$ cat src/rtl/axi4_lite_slave_regs.sv
// AXI4-Lite register-bank responder: independent write (AW/W buffers + B) and read
// (AR -> R, 1-cycle latency) paths over P_NUM_REGS word registers, exported flat on reg_q.
module axi4_lite_slave_regs #(
    parameter int P_DATA_WIDTH = 32,
    parameter int P_ADDR_WIDTH = 32,
    parameter int P_NUM_REGS   = 16
) (
    input  logic                               clk,
    input  logic                               rst,
    input  logic                               awvalid,
    output logic                               awready,
    input  logic [P_ADDR_WIDTH-1:0]            awaddr,
    input  logic [2:0]                         awprot,
    input  logic                               wvalid,
    output logic                               wready,
    input  logic [P_DATA_WIDTH-1:0]            wdata,
    input  logic [P_DATA_WIDTH/8-1:0]          wstrb,
    output logic                               bvalid,
    input  logic                               bready,
    output logic [2:0]                         bresp,
    input  logic                               arvalid,
    output logic                               arready,
    input  logic [P_ADDR_WIDTH-1:0]            araddr,
    input  logic [2:0]                         arprot,
    output logic                               rvalid,
    input  logic                               rready,
    output logic [P_DATA_WIDTH-1:0]            rdata,
    output logic [2:0]                         rresp,
    output logic [P_NUM_REGS*P_DATA_WIDTH-1:0] reg_q
);

    localparam int STRB_W = P_DATA_WIDTH / 8;
    localparam int LSB    = $clog2(STRB_W);
    localparam int IDX_W  = P_ADDR_WIDTH - LSB;
    localparam int SEL_W  = (P_NUM_REGS > 1) ? $clog2(P_NUM_REGS) : 1;

    localparam logic [2:0] RESP_OKAY   = 3'b000;
    localparam logic [2:0] RESP_SLVERR = 3'b010;

    logic [P_DATA_WIDTH-1:0] regs_q [P_NUM_REGS];
    logic [P_DATA_WIDTH-1:0] regs_d [P_NUM_REGS];

    logic                    aw_full_q, aw_full_d;
    logic [IDX_W-1:0]        aw_idx_q, aw_idx_d;
    logic                    w_full_q, w_full_d;
    logic [P_DATA_WIDTH-1:0] w_data_q, w_data_d;
    logic [STRB_W-1:0]       w_strb_q, w_strb_d;
    logic                    bvalid_q, bvalid_d;
    logic [2:0]              bresp_q, bresp_d;
    logic                    rvalid_q, rvalid_d;
    logic [P_DATA_WIDTH-1:0] rdata_q, rdata_d;
    logic [2:0]              rresp_q, rresp_d;

    logic             aw_hs, w_hs, ar_hs;
    logic [IDX_W-1:0] ar_idx;
    logic             unused_ok;

    assign awready = !aw_full_q && !bvalid_q;
    assign wready  = !w_full_q && !bvalid_q;
    assign arready = !rvalid_q;
    assign bvalid  = bvalid_q;
    assign bresp   = bresp_q;
    assign rvalid  = rvalid_q;
    assign rdata   = rdata_q;
    assign rresp   = rresp_q;

    assign aw_hs  = awvalid && awready;
    assign w_hs   = wvalid && wready;
    assign ar_hs  = arvalid && arready;
    assign ar_idx = araddr[P_ADDR_WIDTH-1:LSB];

    assign unused_ok = ^{awprot, arprot, awaddr, araddr};

    always_comb begin
        for (int unsigned i = 0; i < P_NUM_REGS; i++) begin
            reg_q[i*P_DATA_WIDTH +: P_DATA_WIDTH] = regs_q[i];
        end
    end

    always_comb begin
        regs_d    = regs_q;
        aw_full_d = aw_full_q;
        aw_idx_d  = aw_idx_q;
        w_full_d  = w_full_q;
        w_data_d  = w_data_q;
        w_strb_d  = w_strb_q;
        bvalid_d  = bvalid_q;
        bresp_d   = bresp_q;
        rvalid_d  = rvalid_q;
        rdata_d   = rdata_q;
        rresp_d   = rresp_q;

        if (aw_hs) begin
            aw_full_d = 1'b1;
            aw_idx_d  = awaddr[P_ADDR_WIDTH-1:LSB];
        end
        if (w_hs) begin
            w_full_d = 1'b1;
            w_data_d = wdata;
            w_strb_d = wstrb;
        end

        // Both buffers full implies bvalid_q is low, so commit never overlaps a pending B.
        if (aw_full_q && w_full_q) begin
            aw_full_d = 1'b0;
            w_full_d  = 1'b0;
            bvalid_d  = 1'b1;
            if (aw_idx_q < IDX_W'(P_NUM_REGS)) begin
                bresp_d = RESP_OKAY;
                for (int unsigned k = 0; k < STRB_W; k++) begin
                    if (w_strb_q[k]) begin
                        regs_d[aw_idx_q[SEL_W-1:0]][k*8 +: 8] = w_data_q[k*8 +: 8];
                    end
                end
            end else begin
                bresp_d = RESP_SLVERR;
            end
        end else if (bvalid_q && bready) begin
            bvalid_d = 1'b0;
        end

        // Read samples regs_q, so a same-edge commit is not visible to it.
        if (ar_hs) begin
            rvalid_d = 1'b1;
            if (ar_idx < IDX_W'(P_NUM_REGS)) begin
                rdata_d = regs_q[ar_idx[SEL_W-1:0]];
                rresp_d = RESP_OKAY;
            end else begin
                rdata_d = '0;
                rresp_d = RESP_SLVERR;
            end
        end else if (rvalid_q && rready) begin
            rvalid_d = 1'b0;
        end
    end

    always_ff @(posedge clk) begin
        if (rst) begin
            for (int unsigned i = 0; i < P_NUM_REGS; i++) begin
                regs_q[i] <= '0;
            end
            aw_full_q <= 1'b0;
            aw_idx_q  <= '0;
            w_full_q  <= 1'b0;
            w_data_q  <= '0;
            w_strb_q  <= '0;
            bvalid_q  <= 1'b0;
            bresp_q   <= RESP_OKAY;
            rvalid_q  <= 1'b0;
            rdata_q   <= '0;
            rresp_q   <= RESP_OKAY;
        end else begin
            regs_q    <= regs_d;
            aw_full_q <= aw_full_d;
            aw_idx_q  <= aw_idx_d;
            w_full_q  <= w_full_d;
            w_data_q  <= w_data_d;
            w_strb_q  <= w_strb_d;
            bvalid_q  <= bvalid_d;
            bresp_q   <= bresp_d;
            rvalid_q  <= rvalid_d;
            rdata_q   <= rdata_d;
            rresp_q   <= rresp_d;
        end
    end

endmodule

$ cat config.mk
export PLATFORM = sky130hd
export DESIGN_NAME = axi4_lite_slave_regs
export DESIGN_NICKNAME = d
export VERILOG_FILES = /design/src/rtl/axi4_lite_slave_regs.sv
export SDC_FILE = /design/constraint.sdc
export NUM_CORES = 1
export LEC_CHECK = 0
export ABC_CLOCK_PERIOD_IN_PS = 2200
export CAP_MARGIN = 10
export CELL_PAD_IN_SITES_DETAIL_PLACEMENT = 0
export CELL_PAD_IN_SITES_GLOBAL_PLACEMENT = 1
export CORE_MARGIN = 1.5
export CORE_UTILIZATION = 35
export DETAILED_ROUTE_END_ITERATION = 6
export GPL_ROUTABILITY_DRIVEN = 0
export PLACE_DENSITY_LB_ADDON = 0.12
export SYNTH_ARGS = -nofsm -noshare
export SYNTH_HDL_FRONTEND = slang
export SYNTH_SLANG_ARGS = --single-unit
$ cat constraint.sdc
create_clock -name clk -period 2.2 [get_ports clk]
set_input_delay 0.66 -clock clk [delete_from_list [all_inputs] [get_ports clk]]
set_output_delay 0.66 -clock clk [all_outputs]
set_load 0.02 [all_outputs]
# Yosys cells after proc, flatten, opt, wreduce, memory -nomap -nowiden
# Index checks and enable logic that the tools add are counted.
totals:
  regBits: 620
  latch_bits: 0
  ram_bits: 0
  romBits: 0
  output_inout_bits: 555
  word_cells: 82
  mem_count: 0
op_classes:
  add_sub_neg: 0
  n_mul: 0
  div: 0
  n_lt_le_gt_ge: 5
  n_eq_ne: 0
  n_shift: 0
  mux: 32
  bitwise_logic: 2
  reduce_logical: 17
ops:
  columns: ["operator", "n"]
  rows:
  - ["512-bit two-way mux", 10]
  - ["512-bit bitwise mux", 4]
  - ["32-bit demux with 4-bit select", 4]
  - ["32-bit binary-select mux with 4-bit select", 1]
  - ["32-bit two-way mux", 4]
  - ["30-bit by 5-bit < comparator with 1-bit output (second input constant)", 2]
  - ["24-bit two-way mux", 1]
  - ["16-bit two-way mux", 1]
  - ["5-bit greater-or-equal comparator (second input constant)", 2]
  - ["4-bit inverter with 5-bit output", 2]
  - ["1-bit logical AND", 9]
  - ["8-bit two-way mux", 1]
  - ["5-bit by 1-bit < comparator with 1-bit output (second input constant)", 1]
  - ["1-bit zero test", 4]
  - ["1-bit two-way mux", 4]
  - ["2-bit two-way mux", 2]
  - ["2-bit nonzero test", 2]
  - ["2-bit AND reduction", 1]
  - ["2-bit OR reduction", 1]

# Depth between registers and ports, before layout
depth:
  ltp_word: 19
  ltp_mapped: 7
  mapped_depth_nobuf: 4

# Worst setup path after synthesis
# OpenSTA, ideal clock, no wires.
synth_path:
  path_type: "input -> register"
  from: "input araddr[4]"
  to: "register rdata_q[30], in the netlist rdata[30]"
  arrival_ps: 1964
  t_required_ps: 2058
  slack_ps: 94
  stages: 7
  path_buffers: 3
  path_cell_list: "clkbuf_1 clkbuf_1 buf_2 mux2i_1 a22oi_1 a221oi_1 a221oi_1"
synth_via:
  elab_chain_cells: 5
  word_cells_on_any_way: 6
synth_lines:
  columns: ["element", "line_no", "text"]
  rows:
  - ["start, declared", "23", "input logic [P_ADDR_WIDTH-1:0] araddr,"]
  - ["branches (longest 4 deep; another with 30-bit by 5-bit < comparator with 1-bit output)", null, null]
  - ["32-bit two-way mux (*)", "125", "if (ar_idx < IDX_W'(P_NUM_REGS)) begin"]
  - ["end signal, assigned", "162", "rdata_q <= rdata_d;"]
  - ["end, declared", "51", "logic [P_DATA_WIDTH-1:0] rdata_q, rdata_d;"]
# Mark *: on every way between the ends. The select of a mux whose other input is x is not followed.
# A chain may end at the register's enable or synchronous reset.

# Final worst setup path
layout_path:
  from: "register regs_q (netlist bit reg_q[127])"
  to: "output reg_q[127]"
layout_rtl:
  columns: ["element", "line_no", "text"]
  rows:
  - ["start, declared", "40", "logic [P_DATA_WIDTH-1:0] regs_q [P_NUM_REGS];"]
  - ["start signal, assigned", "153", "regs_q <= regs_d;"]
  - ["end, declared", "29", "output logic [P_NUM_REGS*P_DATA_WIDTH-1:0] reg_q"]
# No word-level cell between the ends.

==> results.md <==
* RSZ-0062 raised after global routing: no
* Critical Path RT at between 1.5 and 2 ns
* Worst slack at placement at -0.601 ns
* Synthesized area at around 0.029 mm2
* Die Ht at roughly 290 um
* Fin crit share at 96.8%
* Clk sinks at between 600 and 700
* Synth cell types at 38
* Ys Warns at 0
* H-tree Lvls at 3
* Avg Cell Area, Syn at approximately 10 um2
* Slowest stage cell, crit path: dlygate4sd2_1
* Final hold viol count at 0
* Chip Width at slightly below 300 um
* Critical path type: flip-flop to output port
* Final Hold Slack at between 0.2 and 0.3 ns
* DRC at 0
* I/O Pins at between 600 and 700
* GRT overflow at 0
* Max Cap Violations at 0
* Worst-path clk slew at ~0.06 ns
* CP arrival at between 1 and 1.5 ns
* Cell breakdown of the critical path: dlygate4sd2_1
* Switching Fraction at between 20 and 25%
* Layout fillers at about 7800
* # diodes at 0
* Clk root buf: clkbuf_16
* Most common cell in the netlist: mux2i_1
* Worst-Skew Late Latency at 0.62 ns
* Startpoint Class: flip-flop
* Outcome: completed
* Final net count at roughly 3600
* Starting density of the core at between 30% and 40%
* Post-synth ARST share at 0%
* Area Growth Syn to Fin at 38.0%
* Pin count of the biggest net entering global routing at 80
* Switching pwr at 6.25 mW
* Worst min-delay path class: primary input to flip-flop
* EDFF count, synth at 0
* Clock Path Buffers at 3
* Relative slew margins at 58.3%
* DR pass1 iterations at 5
* Footprint of the multi-input gates at between 0.015 and 0.02 mm2
* Core region area at 0.0821 mm2
* Layout cell share with drive strength beyond 1 at between 10% and 20%
* Main area contributors after synthesis: dfxtp_1 42%, mux2i_1 26%, nand2b_1 12%
* Crit-path max cell delay at 0.49 ns
* Die ar. at ~0.085 mm2
* Synth top cells by count: 768 x mux2i_1, 616 x dfxtp_1, 552 x nand2b_1, 197 x clkbuf_1, 169 x nand2_1
* Vias in the first global route at 24600
* Peak supply drop at about 0.00053 V
* Share of the synthesized area in the top cell type at a little over two fifths
* Endpoints failing setup at 0
* Total track usage at 27.0%
* Final Worst Setup Slack at ~0.07 ns
* CTS tree: yes
* Worst Tran Pin Value at 0.625 ns
* Mapped Cells at 2802
* HPWL after DPL at about 84000 um
* Power share of the clock group at between 40% and 50%
* Cell row count at 105
* Power Total at 25.1 mW
* Global-route wire length before repair at around 170000 um
* DRT antenna net count at 0
* Area leader, netlist: dfxtp_1
* Hold buffers post-CTS at 0
* Buffers added on ports at between 600 and 700
* Initial drt markers at roughly 1300
* Combinational share of power at ~8.8%
* Most used flip-flop cell after synthesis: dfxtp_1
* DR vias/cell at between 5 and 6
* Vias at approximately 24000
* Min Tclk post-route at ~2.1 ns
* Final max-slew violation count at 0
* CP Max Fanout at 3
* Maximum clock rate at roughly 470 MHz
* Final wirelength at between 100000 and 150000 um
* Buf+Inv Stages, Crit Path at 1
* Flop pwr share at approximately 45%
* Register area at between 0.01 and 0.015 mm2
* Initial antenna violation count at 1
* FF+latch count, synth at 616
* Crit-path leading delay family: buffers and inverters
* Clk_skew at about 0.025 ns
* Crit end category: output port
* Power Density at between 600 and 700 mW/mm2
* P_leak at ~21 nW
* WL/cell at 25.7 um
* Internal Dissipation at 18.8 mW
* Inserted Clock Buffers at 71
* Sequential fraction of the synthesis area at 42.5%
## what timing repair did
action,in CTS,in global routing
setup endpoints to repair,551,70
buffers inserted,0,9
gates resized for setup,554,6
pin swaps,0,10
## worst paths after layout
check	start	end	slack, ns	depth (start not counted)
worst max-delay path	reg_q[127]	reg_q[127]	0.07	1
worst min-delay path	rst	w_data_q[20]	0.28	2
worst max register to register	aw_idx_q[24]	reg_q[374]	0.13	7
worst min register to register	w_data_q[25]	w_data_q[25]	0.45	2
## final cells by class
cell class / count / share of cell area, %
multi-input cells: 1937 / 39.2
flip-flops and latches: 616 / 30.8
repair buffers: 847 / 21.0
clock buffers: 111 / 5.32
well taps: 1070 / 3.34
clock inverters: 9 / 0.259
inverters: 1 / 0.00937
## layout by cell type (no fill, tap or decap), types with 4 or more instances in the layout
master / instances
mux2i_1: 768
dfxtp_1: 616
nand2b_1: 550
dlygate4sd2_1: 549
nand2_1: 167
buf_4: 106
clkdlybuf4s50_1: 98
buf_12: 90
clkbuf_16: 73
a21oi_1: 70
a22oi_1: 64
a221oi_1: 61
nand4_4: 53
nor2_1: 36
a211oi_1: 34
o22ai_1: 32
o21a_1: 32
clkbuf_1: 22
clkbuf_8: 16
nor4_1: 12
nand4_2: 11
nor2_2: 10
nor3_4: 5
conb_1: 4
## logic make-up after synthesis
kind of cell	count (synthesis)	share of synthesized area, %
simple gates	869	20.2
mux	768	26.5
flops	616	42.5
compound gates	296	7.19
buf+inv	252	3.65
other cells	1	0.0129
## routing by layer
layer  GRT usage [%]  routed length (um)  up-vias
met3            4.70                6060      196
met5               0                   0        -
met2            47.2               58300      797
met1            33.1               49600    12100
met4            9.86                4240        0
li1                -                   -    11200
## registers in the layout, summed over array words and instances (netlist names)
register   cells
aw_full_q      1
rdata         32
w_strb_q       4
w_data_q      32
bvalid         1
aw_idx_q      30
rvalid         1
w_full_q       1
rresp          1
bresp          1
reg_q        512
## power by group through the flow
stage	Clock [mW]	Combinational, mW	Sequential (mW)
final	11.6	2.22	11.3
after CTS	11.8	2.23	11.3
after global placement	0	2.19	11.5
after global routing	12.3	2.34	11.3
after floorplan	0	1.26	11.5
after detailed placement	0	2.23	11.5
## stage by stage
step | cells | TNS [ns] | cell area, um2 | utilization [%]
2_1_floorplan | 2805 | 0 | 29000 | -
3_3_place_gp | 4462 | -17.39 | 38300 | 46.7
3_5_place_dp | 4462 | -17.47 | 38300 | 46.7
4_1_cts | 4582 | 0 | 39900 | 48.6
5_1_grt | 4591 | 0 | 40100 | 48.8
6_report | 4591 | 0 | 40100 | 48.8
Note: power is estimated with default switching activity, not from simulation.
